<file path="src/rtl/pmu_lock_guard.sv">
// Key-sequenced write lock for PMU control registers: KEY_A then KEY_B opens a
// single-use write window that closes after one grant, a stray key write, or TIMEOUT cycles.
module pmu_lock_guard #(
    parameter int                 NUM_REGS = 4,
    parameter int                 KEY_W    = 32,
    parameter logic [KEY_W-1:0]   KEY_A    = 32'h0051_F15E,
    parameter logic [KEY_W-1:0]   KEY_B    = 32'hFFAE_0EA1,
    parameter int                 TIMEOUT  = 16,
    parameter int                 VCNT_W   = 8
) (
    input  logic                clock,
    input  logic                reset,
    input  logic                key_wr_valid,
    input  logic [KEY_W-1:0]    key_wr_data,
    input  logic [NUM_REGS-1:0] wr_valid,
    output logic [NUM_REGS-1:0] wr_grant,
    output logic                unlocked,
    output logic                violation,
    output logic [VCNT_W-1:0]   violation_cnt
);

    localparam int TW = $clog2(TIMEOUT) + 1;
    localparam logic [TW-1:0]       TLAST = TW'(TIMEOUT - 1);
    localparam logic [NUM_REGS-1:0] ONE   = NUM_REGS'(1);

    typedef enum logic [1:0] {LOCKED, ARMED, UNLOCKED} state_t;

    state_t              state_q, state_d;
    logic [TW-1:0]       timer_q, timer_d;
    logic                unlocked_q, unlocked_d;
    logic                violation_q, violation_d;
    logic [VCNT_W-1:0]   vcnt_q, vcnt_d;
    logic [NUM_REGS-1:0] lowest;
    logic                multi_req;
    logic                any_req;

    assign lowest    = wr_valid & (~wr_valid + ONE);
    assign multi_req = (wr_valid & (wr_valid - ONE)) != '0;
    assign any_req   = wr_valid != '0;

    // Combinational grant; a key write in the same cycle cancels it.
    assign wr_grant = (state_q == UNLOCKED && !key_wr_valid && !reset) ? lowest : '0;

    always_comb begin
        state_d     = state_q;
        timer_d     = timer_q;
        violation_d = 1'b0;
        case (state_q)
            LOCKED: begin
                timer_d = '0;
                if (key_wr_valid) begin
                    if (key_wr_data == KEY_A) state_d = ARMED;
                    else violation_d = 1'b1;
                end
                if (any_req) violation_d = 1'b1;
            end
            ARMED: begin
                if (any_req) violation_d = 1'b1;
                if (key_wr_valid) begin
                    state_d = (key_wr_data == KEY_B) ? UNLOCKED : LOCKED;
                    if (key_wr_data != KEY_B) violation_d = 1'b1;
                end else if (timer_q == TLAST) begin
                    state_d = LOCKED;
                end
                timer_d = (state_d != state_q) ? '0 : timer_q + 1'b1;
            end
            UNLOCKED: begin
                if (key_wr_valid) begin
                    state_d     = LOCKED;
                    violation_d = 1'b1;
                end else if (any_req) begin
                    state_d     = LOCKED;
                    violation_d = multi_req;
                end else if (timer_q == TLAST) begin
                    state_d = LOCKED;
                end
                timer_d = (state_d != state_q) ? '0 : timer_q + 1'b1;
            end
            default: begin
                state_d = LOCKED;
                timer_d = '0;
            end
        endcase
        unlocked_d = (state_d == UNLOCKED);
        vcnt_d     = (violation_d && vcnt_q != '1) ? vcnt_q + 1'b1 : vcnt_q;
    end

    always_ff @(posedge clock) begin
        if (reset) begin
            state_q     <= LOCKED;
            timer_q     <= '0;
            unlocked_q  <= 1'b0;
            violation_q <= 1'b0;
            vcnt_q      <= '0;
        end else begin
            state_q     <= state_d;
            timer_q     <= timer_d;
            unlocked_q  <= unlocked_d;
            violation_q <= violation_d;
            vcnt_q      <= vcnt_d;
        end
    end

    assign unlocked      = unlocked_q;
    assign violation     = violation_q;
    assign violation_cnt = vcnt_q;

endmodule

</file>
<file path="config.mk">
export PLATFORM = sky130hd
export DESIGN_NAME = pmu_lock_guard
export DESIGN_NICKNAME = d
export VERILOG_FILES = /design/src/rtl/pmu_lock_guard.sv
export SDC_FILE = /design/constraint.sdc
export NUM_CORES = 1
export LEC_CHECK = 0
export BUFFER_PORTS_ARGS = -buffer_cell sky130_fd_sc_hd__buf_4
export CAP_MARGIN = 20
export CORE_ASPECT_RATIO = 1.2
export CORE_MARGIN = 2
export CORE_UTILIZATION = 50
export DETAILED_ROUTE_END_ITERATION = 8
export PLACE_DENSITY = 0.92
export SYNTH_ARGS = -nofsm -noshare
export SYNTH_HDL_FRONTEND = slang
export SYNTH_SLANG_ARGS = --single-unit
</file>
<file path="constraint.sdc">
create_clock -name clock -period 6.7 [get_ports clock]
set_input_delay 1.34 -clock clock [delete_from_list [all_inputs] [get_ports clock]]
set_output_delay 1.34 -clock clock [all_outputs]
set_load 0.01 [all_outputs]
</file>
==> results of run 1 <==
worst max-delay path: stages:
cell and delay (ps):
buf_4 170, nor3b_1 350, and3b_1 240, buf_4 120
layout by cell type, fill, tap and decap left out, types with 3 or more instances in the layout:
| cell | netlist | final |
|---|---|---|
| a211oi_1 | 6 | 6 |
| a21oi_1 | 8 | 8 |
| and3_1 | 4 | 4 |
| and4b_1 | 4 | 4 |
| buf_4 | 0 | 52 |
| clkbuf_4 | 0 | 3 |
| dfxtp_1 | 17 | 17 |
| ha_1 | 7 | 7 |
| inv_1 | 7 | 7 |
| nand3_1 | 5 | 5 |
| nand4_1 | 7 | 7 |
| nor2_1 | 6 | 6 |
| nor3_1 | 3 | 3 |
| nor4_1 | 4 | 4 |
| nor4b_1 | 6 | 6 |
| nor4bb_1 | 3 | 3 |
| o21ai_0 | 5 | 5 |
| o21ai_1 | 4 | 4 |
| o31a_1 | 3 | 3 |
| o31ai_1 | 4 | 4 |
| or4_1 | 5 | 5 |
worst max path at each step:
stage | depth (start not counted) | end | slack (ps) | start
5_1_grt | 4 | wr_grant[3] | 3020 | reset
2_1_floorplan | 3 | wr_grant[3] | 3300 | key_wr_valid
4_1_cts | 4 | wr_grant[3] | 3140 | reset
3_3_place_gp | 4 | wr_grant[3] | 3220 | reset
3_5_place_dp | 4 | wr_grant[3] | 3140 | reset
6_report | 4 | wr_grant[1] | 3140 | reset
through the flow:
| stage | utilization | instance area (µm²) | hold WS, ps |
|---|---|---|---|
| floorplan | - | 1200 | 423 |
| global placement | 0.704 | 1610 | 435 |
| detailed placement | 0.704 | 1610 | 483 |
| CTS | 0.715 | 1630 | 496 |
| global route | 0.715 | 1630 | 490 |
| finish | 0.715 | 1630 | 478 |
sequential cells by signal, summed over array words and instances (netlist names):
register,flops
state_q,2
timer_q,5
violation,1
violation_cnt,8
unlocked,1
cells by family (layout without fill, tap and decap cells):
logic type	after synthesis	in the layout	share of synthesized area
AO/OA/AOI/OAI	35	35	0.185
XOR/XNOR	2	2	0.0146
multiplexers	2	2	0.0250
flip-flops	17	17	0.283
adder cells (fa/ha/maj)	8	8	0.0823
AND/OR/NAND/NOR	64	64	0.368
buffers and inverters	11	63	0.0417
layout make-up:
cell class                      count  share of cell area
Tap cell                           31              0.0238
Timing Repair Buffer               52               0.239
Inverter                            7              0.0161
Multi-Input combinational cell    111               0.497
Sequential cell                    17               0.208
Clock buffer                        4              0.0161
routing by layer:
metal  wire [µm]  track usage
met5           0            0
met4          58        0.102
met3         208       0.0284
met2        1530        0.419
met1        1140        0.218
power groups by stage:
| stage | Combinational [µW] | Sequential (µW) | Clock (µW) |
|---|---|---|---|
| 2_1_floorplan | 11.3 | 108 | 0 |
| 3_3_place_gp | 35.5 | 107 | 0 |
| 3_5_place_dp | 37.0 | 107 | 0 |
| 4_1_cts | 37.1 | 105 | 53.8 |
| 5_1_grt | 40.3 | 106 | 57.3 |
| 6_report | 37.1 | 105 | 54.2 |
==> results_dict.tcl, run 1 <==
set metrics [dict create \
    run_status "complete, no violations" \
    wire_per_inst_um 13.2 \
    insertedDiodeCount 0 \
    worst-path-max-fanout 15 \
    detail-route-antenna-nets 0 \
    cts-resized-gates 0 \
    grt_use_total 0.212 \
    worst_slew_pin_slew_ps 787 \
    leakage_power_of_the_design_uw 0.000667 \
    fin_hold_viols 0 \
    hold_path_end "timer_q[0]" \
    synth.most_common_cell "dfxtp_1" \
    synth_seq_cells 17 \
    netSwitchingPower_uw 47.3 \
    max_slew_headroom 0.472 \
    yosys.cell_types.count 44 \
    avgSynthCellArea_um2 8.64 \
    grt_pass1_vias 1242 \
    yosysSeqAreaShare 0.283 \
    multi_input_comb_area_um2 811 \
    die-width_um 48.7 \
    internal-power_uw 149 \
    initial_core_util 0.526 \
    setup_viol 0 \
    post_synth_instance_area_um2 1200 \
    min_path_type "reg2reg" \
    synth_to_layout_area_growth_pct 35.9 \
    synth.cells.most_frequent "dfxtp_1 (17), a21oi_1 (8), ha_1 (7), inv_1 (7), nand4_1 (7)" \
    power-per-cell-area_nw_per_um2 120 \
    critical_path_required_ps 5360 \
    clock_power_share 0.276 \
    final-seq-area_um2 340 \
    period_share 0.531 \
    synthTopCellsByArea "dfxtp_1 (28%), ha_1 (7.3%), nor4b_1 (4.4%)" \
    post_cts_buffers 0 \
    detailedRoute.firstIterationViolations 36 \
    p_total_uw 196 \
    finalNonFillerCells 222 \
    clk_transition_reported_paths_ps 90 \
    sw_frac_of_total 0.241 \
    number_of_synthesized_flops_with_an_enable_pin 0 \
    global_route_wire_length_before_repair_mm 4.80 \
    port_buffers 52 \
    hold_buffers 0 \
    fillers 196 \
    timing.rr.end "violation_cnt[7]" \
    cp-start-kind "input pin" \
    drt_pass1_iterations 5 \
    via_count 1311 \
    placement.setup.worst_slack_ps 3140 \
    final-max-slew-violation-count 0 \
    ys_dominant_reg_cell "dfxtp_1" \
    die_ar_um2 2810 \
    clock_sinks 17 \
    cp_class "in2out" \
    timing.hold.worst_path_depth 1 \
    cts_tree "yes" \
    setup_slack_ps 3140 \
    end_kind "output port" \
    irDropWorstVdd_uv 85.2 \
    ff2ff_path_depth 8 \
    synthCells 139 \
    yosys_warnings 0 \
    antenna_violations_before_repair 0 \
    sequentialPowerShare 0.535 \
    chipHeight_um 57.7 \
    power.share.combinational 0.189 \
    final_nets 238 \
    clock-skew-final_ps 7.40 \
    grt_remaining_overflow 0 \
    worst_flop_to_flop_path_startpoint "state_q[0]" \
    reg_to_reg_slack_setup_ps 3650 \
    drt-total-wl_mm 2.94 \
    max_freq_mhz 281 \
    synth.largest_area_cell "dfxtp_1" \
    finalCriticalPeriod_ps 3560 \
    post_route_cells_drive_above_1_share 0.314 \
    timing.setup.tns_ps 0 \
    rsz0062_at_grt "false" \
    synth_async_sr_flop_share 0 \
    cts_max_path_buffers 2 \
    clock-root-buffer "clkbuf_4" \
    remaining_drc_errors 0 \
    dp.cells 218 \
    place_congestion 0.882 \
    critPathArrivalTime_ps 2220 \
    grt_max_degree 16 \
    drv_cap 0 \
    post_detail_place_hpwl_mm 2.44 \
    syn_nets 185 \
    cts_buffers 3 \
    rows 19 \
    core_area_um2 2280 \
    vias_per_cell 5.91 \
    pin_count 53 \
    ctsHtreeMaxLevel 1 \
    hold_path_startpoint "timer_q[0]" \
    clock_insertion_delay_worst_skew_ps 290 \
    yosys.area.top_type_share 0.283 \
]
(Power assumes the default switching activity.)
==> run 2, diff against run 1 <==
--- a/config.mk
+++ b/config.mk
@@ -5,13 +5,14 @@
 export SDC_FILE = /design/constraint.sdc
 export NUM_CORES = 1
 export LEC_CHECK = 0
+export ABC_AREA = 1
 export BUFFER_PORTS_ARGS = -buffer_cell sky130_fd_sc_hd__buf_4
 export CAP_MARGIN = 20
 export CORE_ASPECT_RATIO = 1.2
 export CORE_MARGIN = 2
-export CORE_UTILIZATION = 50
+export CORE_UTILIZATION = 48
 export DETAILED_ROUTE_END_ITERATION = 8
-export PLACE_DENSITY = 0.92
+export PLACE_DENSITY = 0.87
 export SYNTH_ARGS = -nofsm -noshare
 export SYNTH_HDL_FRONTEND = slang
 export SYNTH_SLANG_ARGS = --single-unit
==> constraint.sdc (replaced) <==
create_clock -name clock -period 3.48 [get_ports clock]
set_input_delay 0.696 -clock clock [delete_from_list [all_inputs] [get_ports clock]]
set_output_delay 0.696 -clock clock [all_outputs]
set_load 0.01 [all_outputs]
==> run 2 against run 1 <==
Compared with the run above:
- cell count grew 39%
- largest cell class unchanged
- synthesized cell count is 58% higher
- die area rose by 16%
- combinational power is 130% higher
- clock-buffer cell count did not move
- clock power is 94% higher
- sequential power rose by 92%
- cell area rose by 11%
- area after synthesis is 13% higher
- critical path depth is the same
- sequential cell count unchanged
- non-clock buffer count did not move
==> results_dict.tcl, run 2 <==
set metrics [dict create \
    run_status "complete, no violations" \
    startpoint "state_q[1]" \
    place_area_um2 1780 \
    yosys.area.top_type_share 0.251 \
    internal-power_uw 289 \
    final-seq-area_um2 340 \
    global_route_wire_length_before_repair_mm 5.33 \
    clock_sinks 17 \
    die_ar_um2 3270 \
    synthTopCellsByArea "dfxtp_1 (25%), nand2_1 (16%), inv_1 (11%)" \
    yosys_warnings 0 \
    place_congestion 0.856 \
    timing.rr.end "timer_q[0]" \
    sw_frac_of_total 0.259 \
    remaining_drc_errors 0 \
    wire_per_inst_um 9.77 \
    die-width_um 52.5 \
    clock-skew-final_ps 8.59 \
    grt_use_total 0.203 \
    synthCells 220 \
    avgSynthCellArea_um2 6.16 \
    multi_input_comb_area_um2 861 \
    largest_register_ff_count 8 \
    sequentialPowerShare 0.518 \
    initial_core_util 0.496 \
    port_buffers 52 \
    ff2ff_path_depth 10 \
    synth.cells.most_frequent "nand2_1 (58), inv_1 (39), nor2_1 (38)" \
    insertedDiodeCount 0 \
    synth_to_layout_area_growth_pct 33.3 \
    end_kind "output port" \
    post_cts_buffers 0 \
    max_freq_mhz 431 \
    reg_to_reg_slack_setup_ps 1610 \
    max_slew_headroom 0.741 \
    setup_viol 0 \
    core_area_um2 2730 \
    grt_max_degree 13 \
    grt_remaining_overflow 0 \
    irDropWorstVdd_uv 194 \
    timing.setup.tns_ps 0 \
    grt_pass1_vias 1360 \
    most-common-layout-cells "nand2_1 (58), buf_4 (52), inv_1 (39), nor2_1 (38), dfxtp_1 (17)" \
    power-per-cell-area_nw_per_um2 216 \
    final_common_cell "nand2_1" \
    post_synth_instance_area_um2 1360 \
    ctsHtreeMaxLevel 1 \
    final_nets 321 \
    cts_tree "yes" \
    ys_dominant_reg_cell "dfxtp_1" \
    rows 21 \
    yosys.cell_types.count 26 \
    fin_hold_viols 0 \
    cp-start-kind "register" \
    drt-total-wl_mm 3.01 \
    cts_buffers 3 \
    yosysSeqAreaShare 0.251 \
    synth.most_common_cell "nand2_1" \
    synth_async_sr_flop_share 0 \
    post_detail_place_hpwl_mm 2.42 \
    leakage_power_of_the_design_uw 0.000915 \
    critical_path_required_ps 2780 \
    final_area_um2 1810 \
    period_share 0.667 \
    power.share.combinational 0.214 \
    clock_insertion_delay_worst_skew_ps 300 \
    cp_class "reg2out" \
    netSwitchingPower_uw 101 \
    clock_power_share 0.268 \
    synth_seq_cells 17 \
    worst_slew_pin_slew_ps 387 \
    cts_max_path_buffers 2 \
    worst_flop_to_flop_path_startpoint "timer_q[0]" \
    pin_count 53 \
    hold_buffers 0 \
    antenna_violations_before_repair 0 \
    endpoint "wr_grant[3]" \
    rsz0062_at_grt "false" \
    synth.largest_area_cell "dfxtp_1" \
    clock-root-buffer "clkbuf_4" \
    drv_cap 0 \
    clk_transition_reported_paths_ps 90 \
    post_route_cells_drive_above_1_share 0.255 \
    number_of_synthesized_flops_with_an_enable_pin 0 \
    min_path_type "reg2reg" \
    chipHeight_um 62.2 \
    via_count 1477 \
    finalCriticalPeriod_ps 2320 \
    vias_per_cell 4.80 \
    drt_pass1_iterations 4 \
    critPathArrivalTime_ps 1620 \
    detail-route-antenna-nets 0 \
    cts-resized-gates 0 \
    final-max-slew-violation-count 0 \
    detailedRoute.firstIterationViolations 34 \
    fillers 254 \
    worst-path-max-fanout 7 \
    syn_nets 266 \
]
run 2: layer usage:
metal | track usage | part of all wire
met3 | 0.0144 | 0.053
met4 | 0.0865 | 0.018
met5 | 0 | 0
met1 | 0.239 | 0.44
met2 | 0.363 | 0.49
run 2: critical path, cell delays in order (launching register included):
cell and delay (ps):
dfxtp_1 460, ha_1 280, nand3_1 190, nor3b_1 240, buf_4 150
run 2: per-stage QoR:
step	cells	total power [µW]	util	setup WS (ps)	hold WS, ps
final	308	390	0.661	1160	474
after global routing	308	413	0.661	1030	484
after CTS	308	394	0.661	1150	468
after detailed placement	304	291	0.652	1250	456
after global placement	304	289	0.652	1280	431
after floorplan	220	241	-	1550	418
run 2: power groups by stage:
stage	clock network [µW]	registers [µW]	logic, µW
floorplan	0	208	33.3
global placement	0	207	82.2
detailed placement	0	207	83.8
CTS	107	202	84.5
global route	114	203	95.6
finish	105	202	83.6
run 2: how the worst min path moves through the flow:
stage | from | to | slack (ps) | depth (start not counted)
after CTS | timer_q[0] | timer_q[0] | 470 | 1
after detailed placement | timer_q[0] | timer_q[0] | 460 | 1
final | timer_q[0] | timer_q[0] | 470 | 1
after global routing | timer_q[0] | timer_q[0] | 480 | 1
after floorplan | timer_q[0] | timer_q[0] | 420 | 1
after global placement | timer_q[0] | timer_q[0] | 430 | 1
run 2: cells by family after synthesis:
group / Yosys count / share of synthesized area
AOI/OAI and AO/OA: 18 / 0.0877
buffers and inverters: 41 / 0.114
DFF: 17 / 0.251
adders and majority gates: 7 / 0.0646
and+or+nand+nor: 129 / 0.431
xor gates and xnor gates: 8 / 0.0517
run 2: cell type report:
cell class,instances,share of cell area
inverter,39,0.0810
sequential,17,0.188
multi-input combinational,162,0.476
clock buffer,4,0.0145
timing repair buffer,52,0.216
tap,34,0.0235
